===== config.mk =====
export PLATFORM = sky130hd
export DESIGN_NAME = lisa_i2c_seq
export DESIGN_NICKNAME = d
export VERILOG_FILES = /design/src/rtl/lisa_i2c_seq.sv
export SDC_FILE = /design/constraint.sdc
export NUM_CORES = 1
export LEC_CHECK = 0
export ABC_CLOCK_PERIOD_IN_PS = 3150
export CAP_MARGIN = 20
export CORE_AREA = 5 5 53 90
export CTS_BUF_LIST = sky130_fd_sc_hd__clkbuf_16
export DETAILED_ROUTE_END_ITERATION = 12
export DIE_AREA = 0 0 58 95
export DONT_BUFFER_PORTS = 1
export PLACE_DENSITY = 0.7
export SYNTH_ARGS = -nofsm -noshare
export SYNTH_HDL_FRONTEND = slang
export SYNTH_SLANG_ARGS = --single-unit

===== constraint.sdc =====
create_clock -name clk -period 3.15 [get_ports clk]
set_clock_uncertainty 0.1 [all_clocks]
set_input_delay 0.315 -clock clk [delete_from_list [all_inputs] [get_ports clk]]
set_output_delay 0.315 -clock clk [all_outputs]
set_load 0.03 [all_outputs]

===== src/rtl/lisa_i2c_seq.sv =====
// rtl/lisa_i2c_seq.sv - I2C single-byte register read/write sequencer over the controller register port.
// Optional poll timeout (err=11) enabled by defining LISA_I2C_SEQ_TIMEOUT_EN.
module lisa_i2c_seq #(
    parameter int                   TIMEOUT_W      = 16,
    parameter logic [TIMEOUT_W-1:0] TIMEOUT_CYCLES = 16'hFFFF
) (
    input  logic       clk,
    input  logic       rst_n,
    input  logic       req_valid,
    output logic       req_ready,
    input  logic       req_rd,
    input  logic [6:0] req_dev,
    input  logic [7:0] req_reg,
    input  logic [7:0] req_wdata,
    output logic       rsp_valid,
    output logic [7:0] rsp_data,
    output logic [1:0] rsp_err,
    output logic [6:0] m_addr,
    output logic [7:0] m_di,
    output logic       m_periph,
    output logic       m_we,
    input  logic [7:0] m_do
);

    localparam logic [6:0] A_RX     = 7'h23;
    localparam logic [6:0] A_STATUS = 7'h24;
    localparam logic [6:0] A_TX     = 7'h25;
    localparam logic [6:0] A_CMD    = 7'h26;

    localparam logic [7:0] CMD_IACK = 8'h01;
    localparam logic [7:0] CMD_STO  = 8'h40;

    localparam logic [1:0] ERR_OK   = 2'b00;
    localparam logic [1:0] ERR_NACK = 2'b01;
    localparam logic [1:0] ERR_AL   = 2'b10;
    localparam logic [1:0] ERR_TMO  = 2'b11;

    typedef enum logic [3:0] {
        S_IDLE,
        S_LD_TX,
        S_LD_CMD,
        S_POLL,
        S_IACK,
        S_CHECK,
        S_STOP,
        S_STOP_POLL,
        S_RSP
    } state_e;

    state_e     state_q, state_d;
    logic [1:0] step_q, step_d;
    logic       st_al_q, st_al_d;
    logic       st_rxack_q, st_rxack_d;
    logic       stopping_q, stopping_d;
    logic [7:0] rsp_data_q, rsp_data_d;
    logic [1:0] rsp_err_q, rsp_err_d;

    logic       rd_q;
    logic [6:0] dev_q;
    logic [7:0] reg_q;
    logic [7:0] wdata_q;

    logic       accept;
    logic       timeout_hit;
    logic       last_step;
    logic       write_step;
    logic [7:0] tx_byte;
    logic [7:0] cmd_byte;

    assign accept     = req_valid && (state_q == S_IDLE);
    assign last_step  = rd_q ? (step_q == 2'd3) : (step_q == 2'd2);
    // The read's final byte is master-receive, so RXACK there is our own NACK.
    assign write_step = !(rd_q && (step_q == 2'd3));

    always_comb begin
        tx_byte  = 8'h00;
        cmd_byte = 8'h00;
        case (step_q)
            2'd0: begin
                tx_byte  = {dev_q, 1'b0};
                cmd_byte = 8'h90;
            end
            2'd1: begin
                tx_byte  = reg_q;
                cmd_byte = 8'h10;
            end
            2'd2: begin
                tx_byte  = rd_q ? {dev_q, 1'b1} : wdata_q;
                cmd_byte = rd_q ? 8'h90 : 8'h50;
            end
            default: begin
                tx_byte  = 8'h00;
                cmd_byte = 8'h68;
            end
        endcase
    end

`ifdef LISA_I2C_SEQ_TIMEOUT_EN
    localparam logic [TIMEOUT_W-1:0] TMO_ONE = {{(TIMEOUT_W-1){1'b0}}, 1'b1};

    logic [TIMEOUT_W-1:0] tmo_q, tmo_d;

    // Counts poll cycles already spent; zero on the first cycle of each poll phase.
    always_comb begin
        tmo_d = '0;
        if (state_q == S_POLL || state_q == S_STOP_POLL) begin
            tmo_d = tmo_q + TMO_ONE;
        end
    end

    assign timeout_hit = ((tmo_q + TMO_ONE) == TIMEOUT_CYCLES);

    always_ff @(posedge clk) begin
        if (!rst_n) begin
            tmo_q <= '0;
        end else begin
            tmo_q <= tmo_d;
        end
    end
`else
    logic unused_timeout_cfg;
    assign unused_timeout_cfg = ^TIMEOUT_CYCLES;
    assign timeout_hit        = 1'b0;
`endif

    always_comb begin
        state_d    = state_q;
        step_d     = step_q;
        st_al_d    = st_al_q;
        st_rxack_d = st_rxack_q;
        stopping_d = stopping_q;
        rsp_data_d = rsp_data_q;
        rsp_err_d  = rsp_err_q;
        req_ready  = 1'b0;
        rsp_valid  = 1'b0;
        m_periph   = 1'b0;
        m_we       = 1'b0;
        m_addr     = 7'h00;
        m_di       = 8'h00;

        case (state_q)
            S_IDLE: begin
                req_ready = 1'b1;
                if (req_valid) begin
                    state_d    = S_LD_TX;
                    step_d     = 2'd0;
                    stopping_d = 1'b0;
                    rsp_data_d = 8'h00;
                    rsp_err_d  = ERR_OK;
                end
            end
            S_LD_TX: begin
                m_periph = 1'b1;
                m_we     = 1'b1;
                m_addr   = A_TX;
                m_di     = tx_byte;
                state_d  = S_LD_CMD;
            end
            S_LD_CMD: begin
                m_periph = 1'b1;
                m_we     = 1'b1;
                m_addr   = A_CMD;
                m_di     = cmd_byte;
                state_d  = S_POLL;
            end
            S_POLL, S_STOP_POLL: begin
                m_periph = 1'b1;
                m_addr   = A_STATUS;
                if (m_do[0]) begin
                    st_al_d    = m_do[5];
                    st_rxack_d = m_do[7];
                    state_d    = S_IACK;
                end else if (timeout_hit) begin
                    rsp_err_d = ERR_TMO;
                    state_d   = S_RSP;
                end
            end
            S_IACK: begin
                m_periph = 1'b1;
                m_we     = 1'b1;
                m_addr   = A_CMD;
                m_di     = CMD_IACK;
                state_d  = stopping_q ? S_RSP : S_CHECK;
            end
            S_CHECK: begin
                if (st_al_q) begin
                    rsp_err_d = ERR_AL;
                    state_d   = S_RSP;
                end else if (write_step && st_rxack_q) begin
                    rsp_err_d = ERR_NACK;
                    state_d   = S_STOP;
                end else if (last_step) begin
                    if (rd_q) begin
                        m_periph   = 1'b1;
                        m_addr     = A_RX;
                        rsp_data_d = m_do;
                    end
                    state_d = S_RSP;
                end else begin
                    step_d  = step_q + 2'd1;
                    state_d = (rd_q && step_q == 2'd2) ? S_LD_CMD : S_LD_TX;
                end
            end
            S_STOP: begin
                m_periph   = 1'b1;
                m_we       = 1'b1;
                m_addr     = A_CMD;
                m_di       = CMD_STO;
                stopping_d = 1'b1;
                state_d    = S_STOP_POLL;
            end
            S_RSP: begin
                rsp_valid = 1'b1;
                state_d   = S_IDLE;
            end
            default: state_d = S_IDLE;
        endcase
    end

    always_ff @(posedge clk) begin
        if (!rst_n) begin
            state_q    <= S_IDLE;
            step_q     <= 2'd0;
            st_al_q    <= 1'b0;
            st_rxack_q <= 1'b0;
            stopping_q <= 1'b0;
            rsp_data_q <= 8'h00;
            rsp_err_q  <= ERR_OK;
            rd_q       <= 1'b0;
            dev_q      <= 7'h00;
            reg_q      <= 8'h00;
            wdata_q    <= 8'h00;
        end else begin
            state_q    <= state_d;
            step_q     <= step_d;
            st_al_q    <= st_al_d;
            st_rxack_q <= st_rxack_d;
            stopping_q <= stopping_d;
            rsp_data_q <= rsp_data_d;
            rsp_err_q  <= rsp_err_d;
            if (accept) begin
                rd_q    <= req_rd;
                dev_q   <= req_dev;
                reg_q   <= req_reg;
                wdata_q <= req_wdata;
            end
        end
    end

    assign rsp_data = rsp_data_q;
    assign rsp_err  = rsp_err_q;

endmodule

==> reports/metrics.yaml <==
first_global_vias: 1925
antenna_found_initial: 0
tritoncts.num_buffers: 5
ctsRootBufferMaster: "clkbuf_16"
hpwlAfterDp_um: 4010
worstPathCellList: "nor2b_1 -> nand2_1 -> or2_2 -> o22ai_1"
critPathMaxFanout: 18
cts_tree: "yes"
drc: 0
routabilityCongestion: 0.853
cp_slowest_stage_delay_ps: 680
grt-ovfl-total: 0
max_freq_ghz: 0.365
crit_required_ps: 2730
worstSetupPathType: "register to primary output"
start_util: 0.562
core_mm2: 0.00403
grt_pass1_wl_um: 9080
die_area_mm2: 0.00551
path_clk_slew_ps: 60
wl_per_cell_um: 16.8
drive_gt1_frac: 0.100
maxCapViolCount: 0
diodes: 0
power_density_mw_per_mm2: 814
io_buffers: 0
multi_input_area_mm2: 0.00126
std_cell_rows: 31
ioPinCount: 64
yosysUniqueCellTypes: 47
ys_async_sr_fraction: 0
vias: 1944
status: "complete, no violations"
ir_worst_vdd_uv: 677
area_growth_pct: 8.33
drt_iter0_drc: 67
dp_slack_ps: 744
hold_viol_final: 0
cts_hold_buffers: 0
start_kind: "register"
worst_pin_slew_ps: 818
grt_max_degree: 54
p_leak_uw: 0.000891
nFillCells: 381
total_power_uw: 2000
cts_resized: 0
seqCellArea_um2: 861
ctsLongestPathBuffers: 2
h-tree-depth: 2
synth-edff-count: 0
fin_ws_ps: 410
finalSetupTns_ps: 0
ys_seq_elements: 43
maxSlewHeadroom: 0.455
syn-instance-count: 285
ant_nets: 0
setup_viol: 0
track_usage: 0.211
fin_hold_ws_ps: 61.2
drt_pass1_iterations: 4
die_x_um: 58
period_share: 0.870
cp-end-kind: "primary output"
slowest_stage: "dfxtp_1"
synthFlopType: "dfxtp_1"
finalWirelength_um: 5510
clk_latency_ps: 280
drv_slew: 0
via_per_inst: 5.91
yosys_warnings: 0
yosysSeqAreaShare: 0.379
syn-cell-area_mm2: 0.00227
avgSynthCellArea_um2: 7.96
nNetsFinal: 320
rsz0062_at_grt: "false"
hold_path_class: "input pin to register"
die_h_um: 95
cts_setup_buffers: 0
fin_crit_ps: 2740
arrival_ps: 2320
cts_num_sinks: 43
[logic make-up after synthesis]
kind of cell / Yosys count / share of synthesized area
AND/OR/NAND/NOR: 124 / 0.261
AO/OA/AOI/OAI: 71 / 0.222
flip-flops: 43 / 0.379
buffers and inverters: 32 / 0.0662
multiplexers: 7 / 0.0325
adder cells (fa/ha/maj): 6 / 0.0331
other: 1 / 0.00165
XOR/XNOR: 1 / 0.00386
[cell usage after synthesis (all sizes together) (3+ instances only)]
master / instances / area share
nand2: 60 / 0.099
dfxtp: 43 / 0.38
a21boi: 25 / 0.083
nand3: 24 / 0.053
buf: 14 / 0.036
nor2: 14 / 0.023
o21ai: 14 / 0.031
clkbuf: 11 / 0.018
a21oi: 7 / 0.015
a222oi: 7 / 0.031
inv: 7 / 0.012
nor2b: 7 / 0.019
ha: 6 / 0.033
nor3: 5 / 0.011
mux2i: 4 / 0.018
mux2: 3 / 0.015
nor4: 3 / 0.011
o21a: 3 / 0.0099
o22ai: 3 / 0.0083
[worst max-delay path: cells and delay by family, from the launching register on]
kind	cells	cell delay (ps)
flops	1	680
compound gates	1	590
simple gates	3	770
[layout by cell type, fill, tap and decap left out, types with 4 or more instances in the layout]
master	count
a21oi_1	7
ha_1	6
nor2b_1	7
nor2_1	14
a21boi_1	5
inv_1	7
buf_4	9
mux2i_1	4
nand3_1	24
nor3_1	5
o21ai_0	12
nand2_1	60
a21boi_0	20
dfxtp_1	43
a222oi_1	7
clkbuf_16	5
[sequential cells by signal (all words and copies together) (netlist names)]
register / flops
st_al_q: 1
st_rxack_q: 1
reg_q: 8
stopping_q: 1
wdata_q: 8
dev_q: 7
state_q: 4
step_q: 2
rsp_data: 8
rd_q: 1
rsp_err: 2
[per-stage QoR]
step                      cell area (um2)  utilization  cells
final                                2460        0.609    329
after detailed placement             2290        0.567    321
after global routing                 2460        0.609    329
after CTS                            2460        0.609    329
after floorplan                      2280            -    287
after global placement               2290        0.567    321
[report_power, final]
part	leakage [uW]	switching [uW]	total, uW	internal, uW
clock network	0.0000838	215	589	374
logic	0.000458	443	685	242
registers	0.000350	111	726	615
total	0.000891	769	2000	1230
[worst paths after layout]
check / from / slack, ps / to / cells after the start
max: state_q[0] / 410 / m_di[6] / 4
min: m_do[3] / 60 / rsp_data[3] / 2
max reg2reg: state_q[2] / 820 / rsp_data[2] / 3
min reg2reg: reg_q[6] / 360 / reg_q[6] / 2
[cell type report]
class / count / area share
clock buffers: 5 / 0.0509
multi-input cells: 212 / 0.515
repair buffers: 10 / 0.0305
flip-flops and latches: 43 / 0.350
well taps: 49 / 0.0249
inverters: 7 / 0.0107
clock inverters: 3 / 0.0178
[metal layers]
| layer | share of wire | global-route usage | up-vias |
|---|---|---|---|
| met3 | 0.052 | 0.0424 | 8 |
| li1 | - | - | 977 |
| met4 | 0.022 | 0.0909 | 0 |
| met2 | 0.56 | 0.392 | 51 |
| met1 | 0.36 | 0.224 | 908 |
| met5 | 0 | 0 | - |
Note: power is estimated with default switching activity, not from simulation.
